File: config.mk
export PLATFORM = sky130hd
export DESIGN_NAME = clk_gen
export DESIGN_NICKNAME = d
export VERILOG_FILES = /design/src/rtl/clk_gen.sv
export SDC_FILE = /design/constraint.sdc
export NUM_CORES = 1
export LEC_CHECK = 0
export BUFFER_PORTS_ARGS = -buffer_cell sky130_fd_sc_hd__buf_4
export CORE_AREA = 2 2 39 41
export CTS_BUF_LIST = sky130_fd_sc_hd__clkbuf_2
export DETAILED_ROUTE_END_ITERATION = 16
export DIE_AREA = 0 0 41 43
export GPL_TIMING_DRIVEN = 0
export PLACE_DENSITY = 0.63
export SYNTH_ARGS = -nofsm -noshare
export SYNTH_HDL_FRONTEND = slang
export SYNTH_SLANG_ARGS = --single-unit
File: constraint.sdc
create_clock -name clk -period 1.2 [get_ports clk]
set_clock_uncertainty 0.05 [all_clocks]
set_input_delay 0.3 -clock clk [delete_from_list [all_inputs] [get_ports clk]]
set_output_delay 0.3 -clock clk [all_outputs]
set_load 0.01 [all_outputs]
File: src/rtl/clk_gen.sv
// Programmable clock divider with glitch-free stop, edge pulses and optional rise counter.
// Define CLK_GEN_CYCLE_COUNT_EN to add the cycle_cnt output and its counter.
//
// state      | meaning
// -----------+--------------------------------------------------------------
// ST_STOPPED | idle: clk_out, phase counter and pulses held at 0
// ST_RUN     | toggling clk_out every HALF_PERIOD clk cycles
module clk_gen #(
  parameter int HALF_PERIOD = 50,
  parameter int CNT_W       = 16
) (
  input  logic             clk,
  input  logic             rst_n,
  input  logic             en,
  output logic             clk_out,
  output logic             rise_pulse,
  output logic             fall_pulse,
  output logic             running
`ifdef CLK_GEN_CYCLE_COUNT_EN
  ,
  output logic [CNT_W-1:0] cycle_cnt
`endif
);

  localparam int              PH_W    = (HALF_PERIOD > 1) ? $clog2(HALF_PERIOD) : 1;
  localparam logic [PH_W-1:0] PH_LAST = PH_W'(HALF_PERIOD - 1);

  typedef enum logic {
    ST_STOPPED = 1'b0,
    ST_RUN     = 1'b1
  } state_t;

  state_t          r_state, w_state_nxt;
  logic [PH_W-1:0] r_phase, w_phase_nxt;
  logic            r_clk_out, w_clk_out_nxt;
  logic            r_rise, w_rise_nxt;
  logic            r_fall, w_fall_nxt;

  always_ff @(posedge clk or negedge rst_n) begin
    if (!rst_n) begin
      r_state   <= ST_STOPPED;
      r_phase   <= '0;
      r_clk_out <= 1'b0;
      r_rise    <= 1'b0;
      r_fall    <= 1'b0;
    end else begin
      r_state   <= w_state_nxt;
      r_phase   <= w_phase_nxt;
      r_clk_out <= w_clk_out_nxt;
      r_rise    <= w_rise_nxt;
      r_fall    <= w_fall_nxt;
    end
  end

  always_comb begin
    w_state_nxt   = r_state;
    w_phase_nxt   = '0;
    w_clk_out_nxt = r_clk_out;
    w_rise_nxt    = 1'b0;
    w_fall_nxt    = 1'b0;
    case (r_state)
      ST_STOPPED: begin
        w_clk_out_nxt = 1'b0;
        // The start edge is also the first counting edge of the low phase.
        if (en) begin
          w_state_nxt = ST_RUN;
          if (r_phase == PH_LAST) begin
            w_clk_out_nxt = 1'b1;
            w_rise_nxt    = 1'b1;
          end else begin
            w_phase_nxt = r_phase + PH_W'(1);
          end
        end
      end
      ST_RUN: begin
        // Stopping only from the low phase keeps every high phase full length.
        if (!en && !r_clk_out) begin
          w_state_nxt   = ST_STOPPED;
          w_clk_out_nxt = 1'b0;
        end else if (r_phase == PH_LAST) begin
          w_clk_out_nxt = ~r_clk_out;
          w_rise_nxt    = ~r_clk_out;
          w_fall_nxt    = r_clk_out;
        end else begin
          w_phase_nxt = r_phase + PH_W'(1);
        end
      end
      default: begin
        w_state_nxt   = ST_STOPPED;
        w_clk_out_nxt = 1'b0;
      end
    endcase
  end

  assign clk_out    = r_clk_out;
  assign rise_pulse = r_rise;
  assign fall_pulse = r_fall;
  assign running    = (r_state == ST_RUN);

`ifdef CLK_GEN_CYCLE_COUNT_EN
  logic [CNT_W-1:0] r_cycle_cnt;

  always_ff @(posedge clk or negedge rst_n) begin
    if (!rst_n) begin
      r_cycle_cnt <= '0;
    end else if (w_rise_nxt) begin
      r_cycle_cnt <= r_cycle_cnt + CNT_W'(1);
    end
  end

  assign cycle_cnt = r_cycle_cnt;
`else
  logic w_unused_cnt_w;
  assign w_unused_cnt_w = (CNT_W > 0);
`endif

endmodule

# Word level (Yosys, flattened, before mapping)
# Cells that the tools add are included.
[totals]
inputBits = 3
elab_cells = 31
output_inout_bits = 4
ff_bits = 10
[op_classes]
n_reduce_logical = 3
muxes = 18
eq_ne = 2
addsub = 1
bitwise_logic = 2
[ops]
columns = ["cell", "n"]
rows = [
  ["2-to-1 mux 6 bit", 3],
  ["one-hot mux 6 bit (2 select lines)", 1],
  ["2-to-1 mux 1 bit", 11],
  ["adder 6 x 1 -> 6 bit, second input constant", 1],
  ["== test 6 bit, second input constant", 1],
  ["one-hot mux 1 bit (2 select lines)", 3],
  ["!= test 3 x 1 -> 1 bit, second input constant", 1],
  ["logical NOT 1 bit", 2],
  ["inverter 1 bit", 2],
  ["logical AND 1 bit", 1],
]

# Depth between registers and ports, before layout
[depth]
word_depth = 4
depth_mapped = 5
ltp_nobuf = 5

# Worst setup path before layout
# Ideal clock, no wire load.
[synth_path]
path_type = "reg2reg"
from = "register r_phase[1]"
to = "register r_phase[2]"
t_required_ns = 1.022
stages_incl_launch_ff = 6
arrival_time_ns = 1.040
path_buffers = 0
slack_ns = -0.018
path_cell_list = "dfrtp_1 > inv_1 > ha_1 > nand4b_1 > o21ai_2 > nor2_1"
[synth_via]
elab_chain_cells = 4
elab_cells_between_ends = 6
classes_between = "1 x add/sub; 1 x eq/ne; 4 x mux"
[synth_rtl]
columns = ["item", "line", "text"]
rows = [
  ["start: declaration", "34", "logic [PH_W-1:0] r_phase, w_phase_nxt;"],
  ["start signal: assignment", "48", "r_phase <= w_phase_nxt;"],
  ["adder 6 x 1 -> 6 bit or == test 6 bit (tied branches)", "n/a", ""],
  ["2-to-1 mux 6 bit (*)", "67, 80", ""],
  ["2-to-1 mux 6 bit (on tied branches)", "77, 65", ""],
  ["one-hot mux 6 bit (2 select lines) (*)", "61", "case (r_state)"],
  ["via w_phase_nxt[2]", "34", ""],
]
# The timed path passes the listed nets; every way through them passes the cells marked *.
# A chain may end at the register's enable or synchronous reset.

# Worst setup path in the final report
# Ends and elaborated chain as after synthesis.

==> metrics <==
outcome=finished with violations; failing checks=setup timing; drt pass-1 iters=4; CTS tree=done; Total Routing Usage GR=10.7%; most common cell after layout, fill and taps aside=dfrtp_1; clock-pin slew on the worst setup and hold paths=0.11 ns; max-slew violation count=0; vias in the first global route=298; fin crit period=1.35 ns; Leak=0.000270 uW; DIE WIDTH=41 um; crit share post-route=112%; P_int=454 uW; Syn. warnings=0; first-pass GRT wire length=1.16 mm; I/O Pins=7; Hold Crit Depth=3; Die Y=43 um; n_diodes=0; via density per instance=4.71; Total Wirelength=775 um; Root Buffer=clkbuf_2; P&R area growth vs syn=35.1%; largest net degree at the start of global routing=11; core area=1380 um^2; final hold vios=0; CP startpoint kind=flop; most frequent cells in the layout=dfrtp_1, buf_4, nor2_1; DRT iter0 DRCs=5; maximum VDD drop=0.372 mV; post-synth top area cell=dfrtp_1; Starting Density=30.7%; Comb power frac=10.6%; GP Congestion=0.710; CP Max Fanout=6; Worst slew margin=83.5%; Mapped Area=424 um^2; DRT antenna net count=0; critical path launch point=r_phase[1]$_DFF_PN0_; Crit Path Category=flop to flop; FMAX=743 MHz; RR Endpoint=r_phase[2]$_DFF_PN0_; CTS Buf Count=3; Hold/Removal Path Class=input pin to flop; switching pwr=161 uW; Seq/Total Area, Yosys=59.0%; pwr dens=1070 nW/um^2; Finished Core Util=41.4%; syn_nets=42; GR Overflow Total=0; switch share=26.1%; Mapped Cells=37; maxcap violations=0; number of buffers added on ports=6; Cell variety after synth=18; R2R Path Start=r_phase[1]$_DFF_PN0_; post-place setup slack=-0.181 ns; initial antenna violation count=0; Worst Setup EP=r_phase[2]$_DFF_PN0_; R2R depth=5; vias=320; measured slew at the worst slew-check pin=0.247 ns; Flop pwr share=57.8%; Remaining DRCs=0; Crit. End Element=flop; FF+latch count, synth=10; Clk Latency, worst-skew pair=0.27 ns; Fillers=141; final worst slack=-0.146 ns; Req. time, crit path=1.30 ns; Synth area leaders=dfrtp_1, ha_1, nor2_1; share of power burned in the clock network=31.6%; flop2flop setup slack=-0.15 ns; DR WL/cell=11.4 um; Synth Area per Inst=11.5 um^2; RSZ-0062 raised after global routing=yes; Overall Power=615 uW; Layout Nets=58; # rows=14; top cell type's share of synthesized area=59.0%; Hold Path Origin=en; Worst Path Arrival=1.44 ns; Clock Path Buffers=2; Clock Sinks=10; # setup viols final=8; Hold WS=0.249 ns; # H-tree levels=1; fraction of layout cells with a size suffix above 1=38.5%; Die ar.=1760 um^2
[cell type report]
cell class	count	area (um^2)	share of cell area, %
Multi-Input combinational cell	25	183	31.9
Clock buffer	3	15.0	2.62
Buffer	1	5.00	0.873
Tap cell	16	20.0	3.49
Timing Repair Buffer	11	92.6	16.2
Sequential cell	10	250	43.7
Inverter	1	3.75	0.655
Clock inverter	1	3.75	0.655
[worst min path at each step]
| stage | to | slack [ns] |
|---|---|---|
| floorplan | clk_out$_DFFE_PN0P_ | -0.05 |
| global placement | fall_pulse$_DFF_PN0_ | 0.08 |
| detailed placement | running$_DFF_PN0_ | 0.09 |
| CTS | running$_DFF_PN0_ | 0.25 |
| global route | running$_DFF_PN0_ | 0.22 |
| finish | rise_pulse$_DFF_PN0_ | 0.25 |
[layer usage]
layer,vias to the layer above,wire length [um],GRT usage [%]
met2,10,348,15.0
li1,153,-,-
met3,5,57,3.14
met1,152,342,11.0
met5,-,0,0
met4,0,27,12.0
[synth_stat cells, drive strengths merged]
master	n
mux2i	1
dfrtp	10
nand3	2
a21oi	1
a21o	1
o21ai	2
nor3	2
inv	1
clkbuf	1
ha	2
nand2	3
or3	1
xnor2	1
xor2	2
nand4b	1
nor2	6
[worst max-delay path, cell delays in order, from the launching register on]
cell and delay [ns]:
dfrtp_1 0.40, inv_1 0.06, ha_1 0.13, nand4b_1 0.22
o21ai_4 0.29, nor2_1 0.07
[flip-flops by register name (all words and copies together) (netlist names)]
signal      count
running         1
fall_pulse      1
rise_pulse      1
clk_out         1
r_phase         6
[kinds of logic (layout without fill, tap and decap cells)]
group / count (synthesis) / after routing / synth area share, %
simple gates: 15 / 15 / 17.4
flops: 10 / 10 / 59.0
compound gates: 4 / 4 / 7.08
xor+xnor: 3 / 3 / 6.20
fa+ha+maj: 2 / 2 / 5.90
buf+inv: 2 / 17 / 2.06
mux: 1 / 1 / 2.36
[metrics by stage]
stage	setup TNS (ns)	instance area (um^2)	cells
detailed placement	-1.08	489	59
global route	-1.55	573	68
floorplan	-0.0739	424	37
CTS	-0.903	553	67
finish	-0.934	573	68
global placement	-0.867	489	59
[timing repair]
item	4_1_cts	5_1_grt
cloned	0	0
endpoints found under the hold margin	10	0
setup endpoints to repair	7	11
setup buffers	3	1
hold buffers	1	0
pin swaps	7	3
gates resized for setup	2	4
[power groups by stage]
stage	registers, uW	clock network [uW]	logic [uW]
CTS	355	195	59.0
global placement	364	0	40.8
detailed placement	365	0	41.2
floorplan	364	0	21.6
global route	356	223	72.4
finish	355	194	64.9
Power figures use the tool's default switching activity.
